--- src/rtl/control_param_scheduler_pkg.sv ---
// Shared constants, state encoding and edit helper
// for the control parameter scheduler.
package control_param_scheduler_pkg;

  localparam int NUM_UNITS = 4;

  localparam logic [1:0] UNIT_F = 2'd0;
  localparam logic [1:0] UNIT_T = 2'd1;
  localparam logic [1:0] UNIT_M = 2'd2;
  localparam logic [1:0] UNIT_V = 2'd3;

  localparam logic [7:0] SAT_MIN = 8'd0;
  localparam logic [7:0] SAT_MAX = 8'd255;

  typedef enum logic {
    IDLE,
    ISSUE
  } state_e;

  // Saturating 9-bit edit; up and down together cancel out.
  function automatic logic [7:0] sat_edit(
    input logic [7:0] v,
    input logic [7:0] step,
    input logic       up,
    input logic       dn
  );
    logic [8:0] s;
    logic [7:0] r;
    s = {1'b0, v};
    r = v;
    if (up && !dn) begin
      s = {1'b0, v} + {1'b0, step};
      r = s[8] ? SAT_MAX : s[7:0];
    end else if (dn && !up) begin
      s = {1'b0, v} - {1'b0, step};
      r = s[8] ? SAT_MIN : s[7:0];
    end
    return r;
  endfunction

endpackage

--- src/rtl/control_param_scheduler_rr_arbiter4.sv ---
// Four-way round-robin pick: first request after
// the last grant, wrapping around.
module rr_arbiter4 (
  input  logic [3:0] req,
  input  logic [1:0] last,
  output logic [1:0] grant,
  output logic       grant_valid
);

  always_comb begin
    logic [1:0] idx;
    grant       = 2'd0;
    grant_valid = 1'b0;
    idx         = 2'd0;
    for (int i = 1; i <= 4; i++) begin
      idx = last + 2'(i);
      if (!grant_valid && req[idx]) begin
        grant       = idx;
        grant_valid = 1'b1;
      end
    end
  end

endmodule

--- src/rtl/control_param_scheduler.sv ---
// Per-unit settings edited from buttons, pushed one
// word at a time onto a shared valid/ready config bus.
module control_param_scheduler
  import control_param_scheduler_pkg::*;
#(
  parameter int unsigned STEP        = 1,
  parameter int unsigned DEFAULT_VAL = 128
) (
  input  logic       clock,
  input  logic       reset,
  input  logic       btn_next,
  input  logic       btn_up,
  input  logic       btn_down,
  input  logic       cfg_ready,
  output logic       cfg_valid,
  output logic [1:0] cfg_unit,
  output logic [7:0] cfg_data,
  output logic [1:0] sel_unit,
  output logic [7:0] sel_value,
  output logic [3:0] pending
);

  localparam logic [7:0] STEP_L = 8'(STEP);
  localparam logic [7:0] DEF_L  = 8'(DEFAULT_VAL);

  logic [NUM_UNITS-1:0][7:0] set_q, set_d;
  logic [1:0]  sel_q, sel_d;
  logic [3:0]  pend_q, pend_d;
  logic [1:0]  rr_last_q, rr_last_d;
  state_e      state_q, state_d;
  logic        valid_q, valid_d;
  logic [1:0]  unit_q, unit_d;
  logic [7:0]  data_q, data_d;

  logic [1:0]  gnt;
  logic        gnt_v;
  logic [7:0]  edit_val;
  logic        edit_chg;

  rr_arbiter4 u_arb (
    .req         (pend_q),
    .last        (rr_last_q),
    .grant       (gnt),
    .grant_valid (gnt_v)
  );

  always_comb begin
    set_d     = set_q;
    sel_d     = sel_q + {1'b0, btn_next};
    pend_d    = pend_q;
    rr_last_d = rr_last_q;
    state_d   = state_q;
    valid_d   = valid_q;
    unit_d    = unit_q;
    data_d    = data_q;

    edit_val = sat_edit(set_q[sel_q], STEP_L,
                        btn_up, btn_down);
    edit_chg = (edit_val != set_q[sel_q]);
    if (edit_chg) set_d[sel_q] = edit_val;

    unique case (state_q)
      IDLE: begin
        if (gnt_v) begin
          pend_d[gnt] = 1'b0;
          unit_d      = gnt;
          data_d      = set_q[gnt];
          valid_d     = 1'b1;
          state_d     = ISSUE;
        end
      end
      ISSUE: begin
        if (cfg_ready) begin
          valid_d   = 1'b0;
          rr_last_d = unit_q;
          state_d   = IDLE;
        end
      end
      default: state_d = IDLE;
    endcase

    // A fresh edit outranks the clear from a same-cycle grant.
    if (edit_chg) pend_d[sel_q] = 1'b1;
  end

  always_ff @(posedge clock) begin
    if (reset) begin
      set_q     <= {NUM_UNITS{DEF_L}};
      sel_q     <= UNIT_F;
      pend_q    <= 4'b1111;
      rr_last_q <= UNIT_V;
      state_q   <= IDLE;
      valid_q   <= 1'b0;
      unit_q    <= 2'd0;
      data_q    <= 8'd0;
    end else begin
      set_q     <= set_d;
      sel_q     <= sel_d;
      pend_q    <= pend_d;
      rr_last_q <= rr_last_d;
      state_q   <= state_d;
      valid_q   <= valid_d;
      unit_q    <= unit_d;
      data_q    <= data_d;
    end
  end

  assign cfg_valid = valid_q;
  assign cfg_unit  = unit_q;
  assign cfg_data  = data_q;
  assign sel_unit  = sel_q;
  assign sel_value = set_q[sel_q];
  assign pending   = pend_q;

endmodule

--- config.mk ---
export PLATFORM = sky130hd
export DESIGN_NAME = control_param_scheduler
export DESIGN_NICKNAME = d
export VERILOG_FILES = /design/src/rtl/control_param_scheduler_pkg.sv /design/src/rtl/control_param_scheduler_rr_arbiter4.sv /design/src/rtl/control_param_scheduler.sv
export SDC_FILE = /design/constraint.sdc
export NUM_CORES = 1
export LEC_CHECK = 0
export CAP_MARGIN = 0
export CORE_MARGIN = 10
export CORE_UTILIZATION = 60
export DETAILED_ROUTE_END_ITERATION = 10
export DONT_BUFFER_PORTS = 1
export PLACE_DENSITY_LB_ADDON = 0.12
export SLEW_MARGIN = 25
export SYNTH_ARGS = -nofsm -noshare
export SYNTH_HDL_FRONTEND = slang
export SYNTH_SLANG_ARGS = --single-unit
--- constraint.sdc ---
create_clock -name clock -period 4.44 [get_ports clock]
set_input_delay 0.888 -clock clock [delete_from_list [all_inputs] [get_ports clock]]
set_output_delay 0.888 -clock clock [all_outputs]
set_load 0.05 [all_outputs]
### Word level (Yosys, flattened, before mapping)

Cells that the tools add are included.

| word-level totals | value |
|---|---|
| register bits after elaboration | 52 |
| bits of input ports | 6 |
| output and inout port bits | 25 |
| logic and storage cells | 87 |

| operators by class | value |
|---|---|
| $add $sub $neg | 6 |
| $lt $le $gt $ge | 8 |
| equality and inequality tests | 3 |
| multiplexer cells | 40 |
| bitwise logic cells | 4 |
| reductions and logical operators | 15 |

Operator list:

| kind | number |
|---|---|
| 8-bit two-way mux | 7 |
| 8-bit binary-select mux with 2-bit select | 2 |
| 32-bit bitwise mux | 1 |
| 2-bit by 3-bit < comparator with 1-bit output, second input constant | 6 |
| 8-bit demux with 2-bit select | 1 |
| 1-bit two-way mux | 14 |
| 4-bit two-way mux | 3 |
| 8-bit by 1-bit adder with 9-bit output, second input constant | 1 |
| 8-bit by 1-bit subtractor with 9-bit output, second input constant | 1 |
| 1-bit binary-select mux with 2-bit select | 4 |
| 2-bit two-way mux | 4 |
| 8-bit inequality test | 1 |
| 1-bit logical AND | 7 |
| 2-bit AND reduction | 3 |
| 1-bit logical NOT | 5 |
| 2-bit adder, second input constant | 2 |
| 4-bit bitwise AND | 1 |
| 1-bit demux with 2-bit select | 2 |
| 2-bit by 1-bit greater-or-equal comparator with 1-bit output, second input constant | 2 |
| 2-bit inequality test, second input constant | 2 |
| 4-bit inverter | 1 |
| 4-bit OR | 1 |
| 1-bit one-hot mux with 2 select lines | 2 |
| 2-bit by 1-bit adder with 2-bit output | 1 |
| 2 further kinds | 2 |

### Longest topological paths before layout

Gate-level depths: netlist of run 1.

| depth | value |
|---|---|
| word-level depth | 23 |
| gate-level depth with buffers | 13 |
| mapped depth without buffers | 10 |

### By module

A second synthesis of run 1 with hierarchy kept.

| second synthesis, totals | value |
|---|---|
| cells, all modules | 313 |
| area, all modules | 3113.0 um2 |

By module, submodules not included:

| module | times used | cells each | area each (um2) | seq. area each (um2) |
|---|---|---|---|---|
| control_param_scheduler | 1 | 299 | 3021.6 | 1041.0 |
| rr_arbiter4 | 1 | 14 | 91.3 | 0.0 |

### Worst setup path after synthesis of run 1

OpenSTA, ideal clock, no wires.

| timing path | value |
|---|---|
| kind | reg2reg |
| start point | reg sel_q[1], in the netlist sel_unit[1] |
| end point | reg set_q[2] (netlist name) |
| library setup time | 95 ps |
| arrival | 3729 ps |
| data required time | 4345 ps |
| path slack | 615 ps |
| stages on the path, launching flop included | 13 |
| buffers on the path | 3 |
| period minus slack after synthesis | 3825 ps |
| cell sequence | dfxtp_1 buf_6 buf_2 mux4_2 inv_1 ha_1 nor3b_1 a311oi_1 a311oi_4 xor2_1 a21o_1 buf_4 a221oi_1 |

| between the ends | value |
|---|---|
| cells in the longest elaborated chain, start to end | 7 |
| elaborated cells between the ends (all ways) | 15 |
| classes of those cells | 2 x add/sub; 2 x order compare; 1 x eq/ne; 9 x mux; 1 x reduce/logical |

RTL lines:

| item | line | RTL |
|---|---|---|
| start: declaration | control_param_scheduler.sv:27 | `logic [1:0] sel_q, sel_d;` |
| start signal: assignment | control_param_scheduler.sv:98 | `sel_q <= sel_d;` |
| 8-bit binary-select mux with 2-bit select * | n/a |  |
| 8-bit two-way mux * | n/a |  |
| net sel_value[0] | control_param_scheduler.sv:19 | `output logic [7:0] sel_value,` |
| 8-bit by 1-bit subtractor with 9-bit output | control_param_scheduler_pkg.sv:35 | `s = {1'b0, v} - {1'b0, step};` |
| 8-bit two-way mux | control_param_scheduler_pkg.sv:36 | `r = s[8] ? SAT_MIN : s[7:0];` |
| 8-bit two-way mux | control_param_scheduler_pkg.sv:34 | `end else if (dn && !up) begin` |
| 8-bit two-way mux | control_param_scheduler_pkg.sv:31 | `if (up && !dn) begin` |
| 8-bit inequality test or 32-bit bitwise mux (tied branches) | control_param_scheduler.sv:59, control_param_scheduler.sv:60 |  |
| end signal: assignment | control_param_scheduler.sv:88 | `set_q <= {NUM_UNITS{DEF_L}};` |
| end signal: assignment | control_param_scheduler.sv:97 | `set_q <= set_d;` |
| end: declaration | control_param_scheduler.sv:26 | `logic [NUM_UNITS-1:0][7:0] set_q, set_d;` |

Mark *: on every way through the listed nets, which the timed path passes. The rest lies on a longest branch. The select of a mux whose other input is x is not followed.
A chain may end at the register's enable or synchronous reset.

### Worst setup path after layout of run 1

| timing path | value |
|---|---|
| start point | reg sel_q[1], in the netlist sel_unit[1] |
| end point | reg set_q[31] (netlist name) |

| between the ends | value |
|---|---|
| cells in the longest elaborated chain, start to end | 7 |
| elaborated cells between the ends (all ways) | 15 |
| classes of those cells | 2 x add/sub; 2 x order compare; 1 x eq/ne; 9 x mux; 1 x reduce/logical |

RTL lines:

| item | line |
|---|---|
| 8-bit binary-select mux with 2-bit select | control_param_scheduler.sv:57, control_param_scheduler.sv:59 |
| 8-bit two-way mux (not written as such) | control_param_scheduler.sv:57, control_param_scheduler.sv:59 |
| 8-bit by 1-bit subtractor with 9-bit output | control_param_scheduler_pkg.sv:35 |
| 8-bit two-way mux | control_param_scheduler_pkg.sv:36 |
| 8-bit two-way mux | control_param_scheduler_pkg.sv:34 |
| 8-bit two-way mux | control_param_scheduler_pkg.sv:31 |
| 8-bit inequality test or 32-bit bitwise mux (tied branches) | control_param_scheduler.sv:59, control_param_scheduler.sv:60 |

Parallel ways exist; a longest one is shown, timed or not. The select of a mux whose other input is x is not followed.

==> impl_metrics.toml, run 1 <==
[global_route]
grt_first_pass_wirelength_mm = 12.82
grt_max_degree = 59
grt_overflow = 0
grt_antenna_before_repair = 0
grt.total_usage_pct = 18.14
grt_pass1_vias = 2528

[sta]
setup-tns-final_ns = 0
clock_skew_ns = 0.01032
maxSlewHeadroom_pct = 46.05
rsz0062_at_grt = "false"
fin_crit_ns = 3.905
hold_viol = 0
slew_viol_final = 0
fin_crit_sh_pct = 87.96
worst_slew_pin_slew_ns = 0.8081
setup_viol = 0
clock.fmax_mhz = 256.1

[die]
fp.dieW_um = 92.15
die_h_um = 92.15
ioPinCount = 31
die_area_um2 = 8491
start_util_pct = 61.54
core_area_um2 = 5075
rows = 26

[worst_setup_path]
crit_required_ns = 4.67
cp-start-kind = "register"
worstSetupPathType = "reg -> reg"
end_kind = "register"
path_cells = "mux4_2, inv_1, ha_1, nor3b_1, a311oi_1, a311oi_4, xor2_1, a21o_1, mux2i_1"
critPathBufInv = 1
cp_top_family = "compound AO/OA/AOI/OAI gates"
arrival_ns = 4.14
worstPathMaxFanout = 15
cpMaxStageDelayCell = "dfxtp_1"
slowest_delay_ns = 0.86

[cts]
clockBufferDepth = 2
cts_resized = 0
clock-root-buffer = "clkbuf_8"
clkLatencyLatePin_ns = 0.30
tritoncts = "done"
cts_setup_buffers = 0
numCtsBuffers = 5
clkTransAtPathRegs_ns = 0.09
htreeDepth = 2
postCtsHoldBufs = 0
clock_sinks = 52

[pwr]
total_power_w = 0.001325
p_comb_share_pct = 33.0
seq_power_share_pct = 46.0
internal-power_w = 0.0008044
clkPwrFrac_pct = 20.9
leakage_nw = 1.236
power.switching_w = 0.0005207
switching_share_pct = 39.29
power_density_nw_per_um2 = 407.0
vdd_drop_max_v = 0.0002324

[final_layout]
fin_nets = 356
regArea_um2 = 1041
multiInputGateArea_um2 = 1912
post-route-cell-area_um2 = 3256
area_growth_pct = 4.247
fillerInstances = 464
num_antenna_cells = 0
drive_gt1_share_pct = 12.39
finalNonFillerCells = 417

[flow_run]
cap_viol_max_count = 0

[logic_synthesis]
ys_async_sr_fraction_pct = 0
ys.flop_type = "dfxtp_1"
avgSynthCellArea_um2 = 8.797
syn-cell-area_um2 = 3123
synth-edff-count = 0
synth.net_count = 364
postSynthCellCount = 355
yosysWarnings = 0
synth.distinct_cells = 49
synth-seq-cells = 52
yosysSeqAreaShare_pct = 33.33

[place]
portBuffers = 0
finalWeightedCongestion = 0.9274
dpl_cell_area_um2 = 3164
dpl.hpwl_mm = 5.445
dp_cells = 410

[route]
wl_per_cell_um = 18.41
via_count = 2620
detail-route-antenna-nets = 0
wl_mm = 7.677
drt_first_pass_iters = 5
vias_per_cell = 6.283
drc = 0
drtIter0Drc = 215

[hold_path]
hp-class = "reg -> reg"

[run_status]
status = "completed"
per-layer routing:
| metal | wire length, um | share of wire, % | track usage, % |
|---|---|---|---|
| met1 | 3344 | 44 | 22.84 |
| met2 | 3665 | 48 | 29.59 |
| met3 | 521 | 6.8 | 4.075 |
| met4 | 146 | 1.9 | 6.684 |
| met5 | 0 | 0 | 0 |
power by group through the flow:
stage | combinational (W) | sequential, W | clock (W)
after floorplan | 0.000365 | 0.000603 | 0
after global placement | 0.000427 | 0.000620 | 0
after detailed placement | 0.000433 | 0.000620 | 0
after CTS | 0.000436 | 0.000610 | 0.000280
after global routing | 0.000477 | 0.000617 | 0.000293
final | 0.000438 | 0.000610 | 0.000277
stage by stage:
stage | utilization [%] | hold slack (ns) | setup WS [ns]
finish | 64.15 | 0.4760 | 0.5346
global route | 64.15 | 0.5043 | 0.2618
CTS | 64.15 | 0.4742 | 0.5377
detailed placement | 62.35 | 0.4609 | 0.5921
global placement | 62.28 | 0.4523 | 0.7199
floorplan | - | 0.4442 | 0.6153
placed cells by master (no fill, tap or decap), drive strengths merged, types with 3 or more instances in the layout:
master,count
mux2i,28
buf,11
o21ai,8
nand3,5
nor3,8
ha,3
inv,11
or3,6
o31a,3
clkbuf,6
xor2,5
nor2b,3
nand2b,22
nor2,28
a311oi,3
mux2,11
dfxtp,52
mux4,8
o211ai,11
a21o,4
a211oi,12
a21oi,21
nand2,43
o31ai,3
worst register-to-register path, cell delays in order (launching register included):
cell	delay (ns)
dfxtp_1	0.86
mux4_2	0.61
inv_1	0.16
ha_1	0.21
nor3b_1	0.33
a311oi_1	0.19
a311oi_4	0.47
xor2_1	0.29
a21o_1	0.45
mux2i_1	0.25
Yosys cell counts (all sizes together), types with 11 or more instances:
library cell | instances | area, um^2
a211oi | 12 | 90.09
a21oi | 21 | 105.1
buf | 11 | 81.32
clkbuf | 15 | 56.30
dfxtp | 52 | 1041
inv | 11 | 41.29
mux2 | 11 | 123.9
mux2i | 28 | 280.3
nand2 | 43 | 161.4
nand2b | 22 | 137.6
nor2 | 28 | 105.1
o211ai | 11 | 82.58
state kept, by name, indices dropped and copies added (netlist names):
register and flops:
cfg_unit 2, cfg_valid 1, sel_unit 2, set_q 32, state_q 1, pending 4
rr_last_q 2, cfg_data 8
cell type report:
cell class | instances | area share (%)
tap | 70 | 2.690
timing repair buffer | 11 | 2.537
multi-input combinational | 266 | 58.72
sequential | 52 | 31.98
clock inverter | 1 | 0.2690
clock buffer | 6 | 2.537
inverter | 11 | 1.268
cells by family (layout without fill, tap and decap cells):
| family | after synthesis | count (layout) | share of synthesized area [%] |
|---|---|---|---|
| adder cells (fa/ha/maj) | 3 | 3 | 1.202 |
| AND/OR/NAND/NOR | 129 | 129 | 20.31 |
| multiplexers | 47 | 47 | 18.71 |
| flip-flops | 52 | 52 | 33.33 |
| XOR/XNOR | 7 | 7 | 1.963 |
| buffers and inverters | 37 | 29 | 5.729 |
| AO/OA/AOI/OAI | 80 | 80 | 18.75 |
worst paths after layout:
path	from	end	slack (ns)	depth (start not counted)
worst min register to register	set_q[19]$_SDFFE_PP0P_	set_q[19]$_SDFFE_PP0P_	0.48	2
worst max register to register	sel_unit[1]$_SDFF_PP0_	set_q[31]$_SDFFE_PP1P_	0.53	9
worst max-delay path	sel_unit[1]$_SDFF_PP0_	set_q[31]$_SDFFE_PP1P_	0.53	9
worst min-delay path	set_q[19]$_SDFFE_PP0P_	set_q[19]$_SDFFE_PP0P_	0.48	2
Note: power is estimated with default switching activity, not from simulation.
==> inputs of run 2 (changes only) <==
Clock period 4.44 ns to 4.8 ns, I/O delays scaled along.
==> run 2 against run 1 <==
Against the previous run:
- largest power group unchanged
- routed wire length decreased by 4.0%
- largest cell class unchanged
- highest routed layer unchanged
- clock skew decreased by 0.0053 ns
- hold slack improved by 0.014 ns
==> impl_metrics.toml, run 2 (same netlist as run 1, synthesis figures left out) <==
[place]
portBuffers = 0
dp_slack_ns = 1.115
dpl_cell_area_um2 = 3115
dp_cells = 404
dpl.hpwl_mm = 5.279
finalWeightedCongestion = 0.8928

[die]
die_area_um2 = 8491
die_h_um = 92.15
start_util_pct = 61.54
rows = 26
core_area_um2 = 5075
ioPinCount = 31
fp.dieW_um = 92.15

[sta]
setup-tns-final_ns = 0
fin_crit_ns = 3.782
maxSlewHeadroom_pct = 35.21
setup_viol = 0
hold_viol = 0
worst_slew_pin_slew_ns = 0.9719
clock_skew_ns = 0.005055
clock.fmax_mhz = 264.4
fin_crit_sh_pct = 78.78
rsz0062_at_grt = "false"
slew_viol_final = 0
setup_ws_ns = 1.018

[route]
wl_mm = 7.370
drc = 0
wl_per_cell_um = 17.89
via_count = 2559
drtIter0Drc = 180
drt_first_pass_iters = 4
detail-route-antenna-nets = 0
vias_per_cell = 6.211

[final_layout]
fillerInstances = 445
fin_nets = 350
num_antenna_cells = 0
drive_gt1_share_pct = 10.82
largest_reg_flops = 32
regArea_um2 = 1041
final_common_cell = "dfxtp_1"
layout_common_cells = "dfxtp_1 (52), nand2_1 (43), nor2_1 (28), mux2i_1 (28), nand2b_1 (22)"
finalNonFillerCells = 412
multiInputGateArea_um2 = 1908
area_growth_pct = 4.167
post-route-cell-area_um2 = 3253
top_register = "set_q"

[worst_setup_path]
slowest_delay_ns = 0.74
end_kind = "register"
crit_required_ns = 5.03
arrival_ns = 4.01
worstSetupPathType = "reg -> reg"
path_cells = "buf_4, mux4_2, inv_1, ha_1, nor3b_1, a311oi_1, a311oi_4, xor2_1, a21o_1, mux2i_1"
cp-start-kind = "register"
cpMaxStageDelayCell = "mux4_2"
worstPathMaxFanout = 14

[global_route]
grt_overflow = 0
grt.total_usage_pct = 17.15
grt_max_degree = 59
grt_pass1_vias = 2378
grt_antenna_before_repair = 0
grt_first_pass_wirelength_mm = 12.20

[cts]
clkLatencyLatePin_ns = 0.30
numCtsBuffers = 5
clkTransAtPathRegs_ns = 0.10
clockBufferDepth = 2
htreeDepth = 2
cts_setup_buffers = 0
postCtsHoldBufs = 0
cts_resized = 0
tritoncts = "done"
clock_sinks = 52
clock-root-buffer = "clkbuf_8"

[pwr]
total_power_w = 0.001315
power_density_nw_per_um2 = 404.1
vdd_drop_max_v = 0.0002704
leakage_nw = 1.227

[hold_path]
hp-class = "reg -> reg"

[flow_run]
cap_viol_max_count = 0

[run_status]
status = "completed"
[run 2: routing by layer]
metal  share of wire, %  track usage, %  wire [um]
met1                 46           23.20       3372
met4               0.91           3.856         67
met3                7.3           4.727        539
met2                 46           26.47       3390
met5                  0               0          0
[run 2: power breakdown]
group / internal, W / switching (W)
combinational: 0.000147 / 0.000248
sequential: 0.000470 / 0.0000887
clock: 0.000210 / 0.000151
[run 2: path summary, 6_finish.rpt]
path | cells past startpoint | slack [ns] | startpoint | to
hold / removal | 2 | 0.49 | set_q[18]$_SDFFE_PP0P_ | set_q[18]$_SDFFE_PP0P_
hold reg to reg | 2 | 0.49 | set_q[18]$_SDFFE_PP0P_ | set_q[18]$_SDFFE_PP0P_
setup reg to reg | 10 | 1.02 | sel_unit[1]$_SDFF_PP0_ | set_q[29]$_SDFFE_PP0P_
setup / recovery | 10 | 1.02 | sel_unit[1]$_SDFF_PP0_ | set_q[29]$_SDFFE_PP0P_
[run 2: layout make-up]
cell class                 count  share of cell area [%]
clock buffer                   5                   2.115
clock inverter                 3                   2.115
inverter                      11                   1.269
multi-input combinational    266                   58.65
sequential                    52                   32.00
tap                           70                   2.692
timing repair buffer           5                   1.154
[run 2: stage by stage]
stage | util (%) | hold WS [ns]
after global routing | 64.10 | 0.5179
after floorplan | - | 0.4442
final | 64.10 | 0.4899
after detailed placement | 61.39 | 0.4689
after global placement | 61.39 | 0.4670
after CTS | 64.10 | 0.4851
[run 2: worst max-delay path, delay by kind of cell (launching register included)]
kind | cells | cell delay [ns]
buffers and inverters | 2 | 0.47
xor gates and xnor gates | 1 | 0.28
and+or+nand+nor | 1 | 0.34
AOI/OAI and AO/OA | 3 | 1.07
muxes | 2 | 0.99
adders and majority gates | 1 | 0.20
DFF | 1 | 0.34
